`src/rtl/glitch_sweep_ctrl_if.sv`:
```
// Wishbone bus between the sweep controller (master) and the glitch
// peripheral's 8-bit slave port.
//   adr   : 4-bit register address       (master -> slave)
//   dat_w : 8-bit write data             (master -> slave)
//   dat_r : 8-bit read data              (slave  -> master)
//   we    : write enable                 (master -> slave)
//   stb   : strobe, held until ack       (master -> slave)
//   ack   : acknowledge                  (slave  -> master)
interface glitch_sweep_ctrl_if;
  logic [3:0] adr;
  logic [7:0] dat_w;
  logic [7:0] dat_r;
  logic       we;
  logic       stb;
  logic       ack;

  modport master (output adr, dat_w, we, stb, input dat_r, ack);
  modport slave  (input adr, dat_w, we, stb, output dat_r, ack);
endinterface

```
`src/rtl/glitch_sweep_ctrl.sv`:
```
// glitch_sweep_ctrl
// Wishbone master that walks the glitch peripheral through a 2-D sweep
// (delay inner loop, width outer loop), firing one shot per point: program
// WIDTH, DELAY_0/1 and MODE, trigger via STATUS, then poll STATUS[0] (ready).
// Optional feature macro: GLITCH_SWEEP_REPEAT_EN (adds rep_i; each point is
// fired rep_i+1 times, repeat shots go straight back to the trigger write).
// Ports:
//   clk_i, rst_ni           clock, asynchronous active-low reset
//   start_i / abort_i       start pulse (latches config) / abort pulse
//   dly_first/last/step_i   16-bit delay sweep (inclusive, step 0 -> 1)
//   wid_first/last/step_i   8-bit width sweep (inclusive, step 0 -> 1)
//   mode_i                  value written to MODE for every shot
//   rep_i                   shots per point minus 1 (feature macro only)
//   wbm                     Wishbone master modport
//   busy_o, shot_o, done_o  status: in progress / shot ready / sweep done
//   err_o                   sticky poll timeout, cleared by next start
//   cur_dly_o, cur_wid_o    point of the current/last shot
module glitch_sweep_ctrl #(
  parameter int unsigned SETTLE  = 4,
  parameter int unsigned TIMEOUT = 65535
) (
  input  logic                       clk_i,
  input  logic                       rst_ni,
  input  logic                       start_i,
  input  logic                       abort_i,
  input  logic [15:0]                dly_first_i,
  input  logic [15:0]                dly_last_i,
  input  logic [15:0]                dly_step_i,
  input  logic [7:0]                 wid_first_i,
  input  logic [7:0]                 wid_last_i,
  input  logic [7:0]                 wid_step_i,
  input  logic [7:0]                 mode_i,
`ifdef GLITCH_SWEEP_REPEAT_EN
  input  logic [3:0]                 rep_i,
`endif
  glitch_sweep_ctrl_if.master        wbm,
  output logic                       busy_o,
  output logic                       shot_o,
  output logic                       done_o,
  output logic                       err_o,
  output logic [15:0]                cur_dly_o,
  output logic [7:0]                 cur_wid_o
);

  // Glitch peripheral register map
  localparam logic [3:0] ADR_STATUS  = 4'h0;
  localparam logic [3:0] ADR_WIDTH   = 4'h1;
  localparam logic [3:0] ADR_DELAY_0 = 4'h2;
  localparam logic [3:0] ADR_DELAY_1 = 4'h3;
  localparam logic [3:0] ADR_MODE    = 4'h4;

  typedef enum logic [3:0] {
    S_IDLE, S_WR_WID, S_WR_D0, S_WR_D1, S_WR_MODE, S_TRIG, S_SETTLE, S_POLL, S_NEXT
  } state_t;

  state_t      state_q, state_d, wr_next;
  logic        stb_q, stb_d, we_q, we_d, abort_q, abort_d, err_q, err_d;
  logic        shot_q, shot_d, done_q, done_d, abort_now;
  logic [3:0]  adr_q, adr_d, wr_adr;
  logic [7:0]  dat_q, dat_d, wr_dat;
  logic [15:0] cnt_q, cnt_d, cur_dly_q, cur_dly_d;
  logic [7:0]  cur_wid_q, cur_wid_d;
  logic [15:0] dly_first_q, dly_first_d, dly_last_q, dly_last_d, dly_step_q, dly_step_d;
  logic [7:0]  wid_last_q, wid_last_d, wid_step_q, wid_step_d, mode_q, mode_d;
  logic [16:0] dsum;
  logic [8:0]  wsum;
  logic        unused_rdat;
`ifdef GLITCH_SWEEP_REPEAT_EN
  logic [3:0]  rep_q, rep_d, rep_cnt_q, rep_cnt_d;
`endif

  assign unused_rdat = ^wbm.dat_r[7:1];

  always_comb begin
    state_d     = state_q;
    stb_d       = stb_q;
    we_d        = we_q;
    adr_d       = adr_q;
    dat_d       = dat_q;
    cnt_d       = cnt_q;
    abort_d     = abort_q;
    err_d       = err_q;
    shot_d      = 1'b0;
    done_d      = 1'b0;
    cur_dly_d   = cur_dly_q;
    cur_wid_d   = cur_wid_q;
    dly_first_d = dly_first_q;
    dly_last_d  = dly_last_q;
    dly_step_d  = dly_step_q;
    wid_last_d  = wid_last_q;
    wid_step_d  = wid_step_q;
    mode_d      = mode_q;
`ifdef GLITCH_SWEEP_REPEAT_EN
    rep_d       = rep_q;
    rep_cnt_d   = rep_cnt_q;
`endif
    abort_now   = abort_i | abort_q;
    dsum        = {1'b0, cur_dly_q} + {1'b0, dly_step_q};
    wsum        = {1'b0, cur_wid_q} + {1'b0, wid_step_q};

    wr_adr  = ADR_STATUS;
    wr_dat  = 8'h01;
    wr_next = S_SETTLE;
    case (state_q)
      S_WR_WID:  begin wr_adr = ADR_WIDTH;   wr_dat = cur_wid_q;        wr_next = S_WR_D0;   end
      S_WR_D0:   begin wr_adr = ADR_DELAY_0; wr_dat = cur_dly_q[7:0];   wr_next = S_WR_D1;   end
      S_WR_D1:   begin wr_adr = ADR_DELAY_1; wr_dat = cur_dly_q[15:8];  wr_next = S_WR_MODE; end
      S_WR_MODE: begin wr_adr = ADR_MODE;    wr_dat = mode_q;           wr_next = S_TRIG;    end
      default:   ;
    endcase

    // A bus cycle ends on the edge that samples ack; the following cycle has
    // stb low in the new state, which is the mandatory gap.
    case (state_q)
      S_IDLE: begin
        stb_d   = 1'b0;
        abort_d = 1'b0;
        if (start_i) begin
          dly_first_d = dly_first_i;
          dly_last_d  = dly_last_i;
          dly_step_d  = (dly_step_i == '0) ? 16'd1 : dly_step_i;
          wid_last_d  = wid_last_i;
          wid_step_d  = (wid_step_i == '0) ? 8'd1 : wid_step_i;
          mode_d      = mode_i;
`ifdef GLITCH_SWEEP_REPEAT_EN
          rep_d       = rep_i;
`endif
          err_d       = 1'b0;
          cur_dly_d   = dly_first_i;
          cur_wid_d   = wid_first_i;
          if (dly_first_i > dly_last_i || wid_first_i > wid_last_i) done_d = 1'b1;
          else                                                     state_d = S_WR_WID;
        end
      end
      S_WR_WID, S_WR_D0, S_WR_D1, S_WR_MODE, S_TRIG: begin
        if (stb_q) begin
          if (wbm.ack) begin
            stb_d   = 1'b0;
            cnt_d   = '0;
            state_d = abort_now ? S_IDLE : wr_next;
          end else if (abort_i) begin
            abort_d = 1'b1;
          end
        end else if (abort_i) begin
          state_d = S_IDLE;
        end else begin
          stb_d = 1'b1;
          we_d  = 1'b1;
          adr_d = wr_adr;
          dat_d = wr_dat;
        end
      end
      S_SETTLE: begin
        if (abort_i) begin
          state_d = S_IDLE;
        end else if (cnt_q == 16'(SETTLE - 1)) begin
          cnt_d   = '0;
          state_d = S_POLL;
        end else begin
          cnt_d = cnt_q + 16'd1;
        end
      end
      S_POLL: begin
        if (stb_q && wbm.ack) begin
          stb_d = 1'b0;
          if (abort_now) state_d = S_IDLE;
          else if (wbm.dat_r[0]) begin
            shot_d  = 1'b1;
            state_d = S_NEXT;
          end
        end else if (!stb_q && abort_i) begin
          state_d = S_IDLE;
        end else if (!stb_q) begin
          stb_d = 1'b1;
          we_d  = 1'b0;
          adr_d = ADR_STATUS;
          dat_d = '0;
        end else if (abort_i) begin
          abort_d = 1'b1;
        end
        // Timeout is measured in cycles spent in POLL, independent of how
        // the slave paces its acks; an unanswered strobe is dropped.
        if (state_d == S_POLL) begin
          if (cnt_q == 16'(TIMEOUT - 1)) begin
            err_d   = 1'b1;
            stb_d   = 1'b0;
            state_d = S_IDLE;
          end else begin
            cnt_d = cnt_q + 16'd1;
          end
        end
      end
      S_NEXT: begin
        if (abort_i) begin
          state_d = S_IDLE;
        end
`ifdef GLITCH_SWEEP_REPEAT_EN
        else if (rep_cnt_q != rep_q) begin
          rep_cnt_d = rep_cnt_q + 4'd1;
          state_d   = S_TRIG;
        end
`endif
        else if (dsum <= {1'b0, dly_last_q}) begin
          cur_dly_d = dsum[15:0];
          state_d   = S_WR_WID;
        end else if (wsum > {1'b0, wid_last_q}) begin
          done_d  = 1'b1;
          state_d = S_IDLE;
        end else begin
          cur_dly_d = dly_first_q;
          cur_wid_d = wsum[7:0];
          state_d   = S_WR_WID;
        end
      end
      default: state_d = S_IDLE;
    endcase
`ifdef GLITCH_SWEEP_REPEAT_EN
    if (state_q == S_IDLE || state_q == S_WR_WID) rep_cnt_d = '0;
`endif
  end

  always_ff @(posedge clk_i or negedge rst_ni) begin
    if (!rst_ni) begin
      state_q     <= S_IDLE;
      stb_q       <= 1'b0;
      we_q        <= 1'b0;
      adr_q       <= '0;
      dat_q       <= '0;
      cnt_q       <= '0;
      abort_q     <= 1'b0;
      err_q       <= 1'b0;
      shot_q      <= 1'b0;
      done_q      <= 1'b0;
      cur_dly_q   <= '0;
      cur_wid_q   <= '0;
      dly_first_q <= '0;
      dly_last_q  <= '0;
      dly_step_q  <= '0;
      wid_last_q  <= '0;
      wid_step_q  <= '0;
      mode_q      <= '0;
`ifdef GLITCH_SWEEP_REPEAT_EN
      rep_q       <= '0;
      rep_cnt_q   <= '0;
`endif
    end else begin
      state_q     <= state_d;
      stb_q       <= stb_d;
      we_q        <= we_d;
      adr_q       <= adr_d;
      dat_q       <= dat_d;
      cnt_q       <= cnt_d;
      abort_q     <= abort_d;
      err_q       <= err_d;
      shot_q      <= shot_d;
      done_q      <= done_d;
      cur_dly_q   <= cur_dly_d;
      cur_wid_q   <= cur_wid_d;
      dly_first_q <= dly_first_d;
      dly_last_q  <= dly_last_d;
      dly_step_q  <= dly_step_d;
      wid_last_q  <= wid_last_d;
      wid_step_q  <= wid_step_d;
      mode_q      <= mode_d;
`ifdef GLITCH_SWEEP_REPEAT_EN
      rep_q       <= rep_d;
      rep_cnt_q   <= rep_cnt_d;
`endif
    end
  end

  assign wbm.stb   = stb_q;
  assign wbm.we    = we_q;
  assign wbm.adr   = adr_q;
  assign wbm.dat_w = dat_q;
  assign busy_o    = (state_q != S_IDLE);
  assign shot_o    = shot_q;
  assign done_o    = done_q;
  assign err_o     = err_q;
  assign cur_dly_o = cur_dly_q;
  assign cur_wid_o = cur_wid_q;

endmodule

```
`src/flat_wrapper.sv`:
```
// flat-port wrapper written by rule: the top's interface ports become plain ports
module glitch_sweep_ctrl_flat 
#(
  parameter int unsigned SETTLE  = 4,
  parameter int unsigned TIMEOUT = 65535
)
  (clk_i, rst_ni, start_i, abort_i, dly_first_i, dly_last_i, dly_step_i, wid_first_i, wid_last_i, wid_step_i, mode_i, busy_o, shot_o, done_o, err_o, cur_dly_o, cur_wid_o, wbm_adr, wbm_dat_w, wbm_we, wbm_stb, wbm_dat_r, wbm_ack);
  glitch_sweep_ctrl_if wbm_i ();
  input  logic clk_i;
  input  logic rst_ni;
  input  logic start_i;
  input  logic abort_i;
  input  logic [15:0] dly_first_i;
  input  logic [15:0] dly_last_i;
  input  logic [15:0] dly_step_i;
  input  logic [7:0] wid_first_i;
  input  logic [7:0] wid_last_i;
  input  logic [7:0] wid_step_i;
  input  logic [7:0] mode_i;
  output logic busy_o;
  output logic shot_o;
  output logic done_o;
  output logic err_o;
  output logic [15:0] cur_dly_o;
  output logic [7:0] cur_wid_o;
  output wire logic [$bits(wbm_i.adr)-1:0] wbm_adr;
  output wire logic [$bits(wbm_i.dat_w)-1:0] wbm_dat_w;
  output wire logic [$bits(wbm_i.we)-1:0] wbm_we;
  output wire logic [$bits(wbm_i.stb)-1:0] wbm_stb;
  input wire logic [$bits(wbm_i.dat_r)-1:0] wbm_dat_r;
  input wire logic [$bits(wbm_i.ack)-1:0] wbm_ack;
  assign wbm_adr = wbm_i.adr;
  assign wbm_dat_w = wbm_i.dat_w;
  assign wbm_we = wbm_i.we;
  assign wbm_stb = wbm_i.stb;
  assign wbm_i.dat_r = wbm_dat_r;
  assign wbm_i.ack = wbm_ack;
  glitch_sweep_ctrl #(.SETTLE(SETTLE), .TIMEOUT(TIMEOUT)) u_core (.clk_i(clk_i), .rst_ni(rst_ni), .start_i(start_i), .abort_i(abort_i), .dly_first_i(dly_first_i), .dly_last_i(dly_last_i), .dly_step_i(dly_step_i), .wid_first_i(wid_first_i), .wid_last_i(wid_last_i), .wid_step_i(wid_step_i), .mode_i(mode_i), .wbm(wbm_i), .busy_o(busy_o), .shot_o(shot_o), .done_o(done_o), .err_o(err_o), .cur_dly_o(cur_dly_o), .cur_wid_o(cur_wid_o));
endmodule
```
`config.mk`:
```
export PLATFORM = sky130hd
export DESIGN_NAME = glitch_sweep_ctrl_flat
export DESIGN_NICKNAME = d
export VERILOG_FILES = /design/src/rtl/glitch_sweep_ctrl_if.sv /design/src/rtl/glitch_sweep_ctrl.sv /design/src/flat_wrapper.sv
export SDC_FILE = /design/constraint.sdc
export NUM_CORES = 1
export LEC_CHECK = 0
export CAP_MARGIN = 20
export CORE_MARGIN = 5
export CORE_UTILIZATION = 50
export DETAILED_ROUTE_END_ITERATION = 16
export DONT_BUFFER_PORTS = 1
export PLACE_DENSITY = 0.73
export REMOVE_ABC_BUFFERS = 1
export SYNTH_ARGS = -nofsm -noshare
export SYNTH_HDL_FRONTEND = slang
export SYNTH_SLANG_ARGS = --single-unit
```
`constraint.sdc`:
```
create_clock -name clk_i -period 4.9 [get_ports clk_i]
set_input_delay 0.735 -clock clk_i [delete_from_list [all_inputs] [get_ports clk_i]]
set_output_delay 0.735 -clock clk_i [all_outputs]
set_load 0.01 [all_outputs]
```
==> summary by stage <==
Worst setup path
The maximum fanout encountered on the critical timing path is 11. In this run the critical register-to-register path is captured at u_core.cur_dly_o[10]. The startpoint class of the critical path is a flip-flop. The data required time of the critical path is 5.19 ns. The setup slack of the most critical reg-to-reg path is ~0.20 ns. The count of buffer and inverter cells on the critical path is 1. The worst path arrival time is about 5 ns.

For the worst flop-to-flop path, the logic depth is 17. The reg-to-reg startpoint is u_core.cur_dly_o[0]. The signal on the critical path passes through ha_1 > fa_1 > a21o_1 > a221oi_4 > nor4_2 > o31a_1 > or3_1 > and2_1 > ha_1 > a21o_1 > a221o_1 > a31oi_2 > o21ai_2 > buf_4 > o31a_1 > a211oi_1 > o2bb2ai_1. The worst setup path is of the flip-flop to flip-flop kind.

The kind of cell adding the most delay to the critical path is compound AO/OA/AOI/OAI gates. The delay contributed by the slowest stage of the critical path is about 0.41 ns. The critical path's slowest cell is fa_1. The element type at the critical path end is a flip-flop. The critical path startpoint is u_core.cur_dly_o[0].

Yosys
The portion of synthesized cell area occupied by the leading cell type is 38.0%. The post-synthesis async set-or-reset flop share is between 90% and 100%. The cell type with the highest aggregate area in the netlist is dfrtp_1.

Yosys printed 0 warnings. The most used flip-flop cell after synthesis is dfrtp_1. The synthesized design contains approximately 130 register bits. The count of flip-flops with a built-in enable after synthesis is 0. After synthesis, the netlist uses a little over 70 different library cells. In the synthesized netlist, the number of instances is about 1000. The sequential area share after synthesis is roughly 38%.

Sorting the synthesized cells by area gives the leading types as dfrtp_1 (38%), ha_1 (11%), nand2_1 (8.4%). The synthesized area is roughly 8800 sq um. The mean instance size in the synthesized netlist is a little under 9 sq um.

Global route
The via count of the first global-routing pass is 7299. The number of antenna violations at the first check in global routing is 0. Entering global routing, the biggest net connects 134 pins.

The global-route layer with the greatest usage is met2. The global routing usage on met2 is a little under two fifths. The global-route track usage on met3 is around 6.6%.

The global-route congestion overflow total is 0. Global routing used approximately a quarter of the available tracks across all layers. The global-route wire length before repair is roughly 39000 um. The met1 track demand over resource is between 30 and 40%.

CTS
The source-to-sink clock delay at the later pin of the worst-skew pair is ~0.42 ns. The number of buffers inserted by post-CTS setup repair is 0. The H-tree generated during clock tree synthesis spans 4 levels. The clock root buffer master is clkbuf_16. The TritonCTS clock tree is built. No sink is reached through more buffers than the 2 on the longest clock path. After clock tree synthesis, the clock-pin slew on the worst setup and hold paths is around 0.060 ns. Counting the buffers created by CTS gives 17. The number of sinks handled by clock tree synthesis is ~130.

Drt
The final layout contains routed wiring with a total length of ~25000 um. The number of vias per cell after detailed routing is ~6. The count of nets left with antenna violations once routing finished came out at 0. The vias after detailed routing is ~7500. For this block, the initial DRC count from the detailed router was a little under 700. The DRC violations left is 0. Before antenna repair, the detailed router went through 5 iterations. After detailed routing, the average wire length per cell comes to 20.2 um.

Power
Across the VDD grid, the largest voltage drop is approximately 0.6 mV. Per report_power, the sequential group accounts for between 20% and 30% of the total. The proportion of power drawn by the clock network is between 10% and 20%. The proportion of power drawn by combinational gates is just under 60%.

The total power consumption of the routed design is roughly 8 mW. The power density over cell area is around 830 nW/um^2. The fraction of power spent switching nets is 46.9%. The internal power is 4.25 mW. For this design the total switching power over the nets is ~3.8 mW. For this design the static power due to leakage is approximately 4.6 nW.

Place
The pre-CTS worst setup slack is 0.118 ns. After detailed placement, the design holds a cell count of 1207. Input and output buffers added on the ports amount to 0. The congestion estimate from routability-driven global placement came to 0.931. The HPWL after detailed placement is approximately 18000 um.

STA
The clock period minus final worst setup slack is ~4.7 ns. Derived from the worst setup path, the maximum achievable clock frequency is around 0.21 GHz. The number of endpoints with negative hold slack in the final report is 0. The final clock period utilization by the worst path is between 90% and 100%. The final-report setup violation count is 0. For the pin with the worst max-slew slack, the measured transition is approximately 0.95 ns. The final clock skew is 0.00881 ns. The post-route worst setup slack is roughly 0.20 ns. The final count of pins violating max slew came to 0.

Headroom to the max-slew limit came out at between 30% and 40%.

Floorplan
The total number of placement rows is 48. The die area is roughly 20000 sq um. Pin placement for this block handled about 140 I/O pins.

The vertical die dimension is roughly 140 um. Once the floorplan was initialized, standard cells occupied 50.8% of the core. The die is between 100 and 150 um wide. The placeable core region is roughly 17000 sq um.

Final layout
The share of the core filled with cells in the final layout is a little under three fifths. Relative to the synthesized area, the layout overhead comes to 10.1%. Cells with a size suffix above 1 make up ~8.0% of the layout. The number of nets at the end of the flow is roughly 1200. Excluding fillers, the count of instances in the completed layout stands at ~1200.

Min path
The class of the worst hold path is input pin to async pin.

Outcome
The run finished with clean final reports.

Job
Max-cap violations in this run came to 0.
## sequential cells by signal, summed over array words and instances, names as in the netlist, 3 cells and up
name                cells
u_core.wid_last_q       8
u_core.wbm.dat_w        8
u_core.mode_q           8
u_core.cur_dly_o       16
u_core.cur_wid_o        8
u_core.dly_step_q      16
u_core.dly_last_q      16
u_core.state_q          4
u_core.wid_step_q       8
u_core.cnt_q           16
u_core.dly_first_q     16
u_core.wbm.adr          3
## layout by cell type (no fill, tap or decap), drive strengths merged, types with 10 or more instances in the layout
master / instances
nor4: 11
o31a: 15
mux2i: 15
nand2: 199
a211oi: 18
nand3: 32
nor2b: 11
mux2: 10
a21oi: 44
o211ai: 18
xnor2: 16
o2bb2ai: 13
and3: 10
nor3: 18
inv: 66
a21o: 20
or3: 11
clkbuf: 26
dfrtp: 133
a22oi: 10
o21ai: 62
buf: 27
nor2: 39
ha: 74
## repair_timing
action / 4_1_cts / 5_1_grt
endpoints found under the setup margin: 0 / 22
endpoints found under the hold margin: 0 / 25
hold buffers: 0 / 3
gates resized for setup: 0 / 3
## final cells by class
type | count | area, sq um
clock buffer | 26 | 509
clock inverter | 4 | 45.0
antenna | 1 | 2.50
sequential | 133 | 3330
fill | 1552 | 7590
multi-input combinational | 757 | 4990
inverter | 66 | 248
tap | 225 | 282
timing repair buffer | 29 | 248
## cells in the mapped netlist, types with 4 or more instances
cell       instances
nor3b_1            5
nor4_1            10
a31oi_1            7
and3_1            10
nand2_1          197
ha_1              74
a22o_1             7
nand2b_1           4
mux2_2            10
a21o_1            20
buf_1              4
nand3_1           32
o21ai_0           57
o21a_1             6
nor2b_1           11
clkbuf_1          33
nor3_1            17
a211oi_1          18
mux2i_1           15
o211ai_1          18
o31ai_1            6
o22ai_1            6
and2_1             7
or3_1             11
and4_1             6
buf_2              7
a22oi_1           10
xnor2_1           16
dfrtp_1          133
inv_1             66
nor2_1            39
o31a_1            15
o2bb2ai_1         13
xor2_1             6
nand4_1            8
a21oi_1           44
o21bai_1           4
## layer usage
metal  routed length [um]  vias up
li1                     -     3578
met5                    0        -
met4                  787        0
met2                11700      257
met3                 1840       46
met1                10700     3611
## worst max path at each step
stage	endpoint	depth (start not counted)
5_1_grt	u_core.cur_dly_o[0]	16
2_1_floorplan	u_core.cur_dly_o[13]	16
3_5_place_dp	u_core.cur_dly_o[0]	16
6_report	u_core.cur_dly_o[10]	17
4_1_cts	u_core.cur_dly_o[10]	17
3_3_place_gp	u_core.cur_dly_o[0]	16
## logic make-up (layout without fill, tap and decap cells)
logic type / count (synthesis) / in the layout / share of synthesized area [%]
mux: 25 / 25 / 3.00
simple gates: 374 / 374 / 20.1
buf+inv: 115 / 125 / 5.37
xor+xnor: 22 / 22 / 2.20
flops: 133 / 133 / 38.0
fa+ha+maj: 76 / 76 / 11.0
other cells: 1 / 2 / 0.0428
compound gates: 259 / 259 / 20.3
## through the flow
step	hold slack, ns	area (sq um)	TNS, ns
global route	0.000574	9650	-0.0745
finish	0.0226	9650	0
floorplan	0.439	8540	-0.0120
global placement	0.448	9030	0
CTS	0.00225	9580	0
detailed placement	0.449	9030	0
## worst reg2reg max path: stages, from the launching register on
cell and delay, ns:
dfrtp_1 0.38, ha_1 0.24, fa_1 0.41, a21o_1 0.21, a221oi_4 0.27, nor4_2 0.12, o31a_1 0.29, or3_1 0.33
and2_1 0.18, ha_1 0.28, a21o_1 0.16, a221o_1 0.36, a31oi_2 0.23, o21ai_2 0.18, buf_4 0.24, o31a_1 0.28
a211oi_1 0.28, o2bb2ai_1 0.13
## power groups by stage
stage | clock, mW | sequential, mW | combinational [mW]
2_1_floorplan | 0 | 1.92 | 3.27
6_report | 1.22 | 2.03 | 4.77
3_5_place_dp | 0 | 2.04 | 4.63
5_1_grt | 1.28 | 2.08 | 5.30
4_1_cts | 1.23 | 2.02 | 4.65
3_3_place_gp | 0 | 2.02 | 4.48
(Power assumes the default switching activity.)
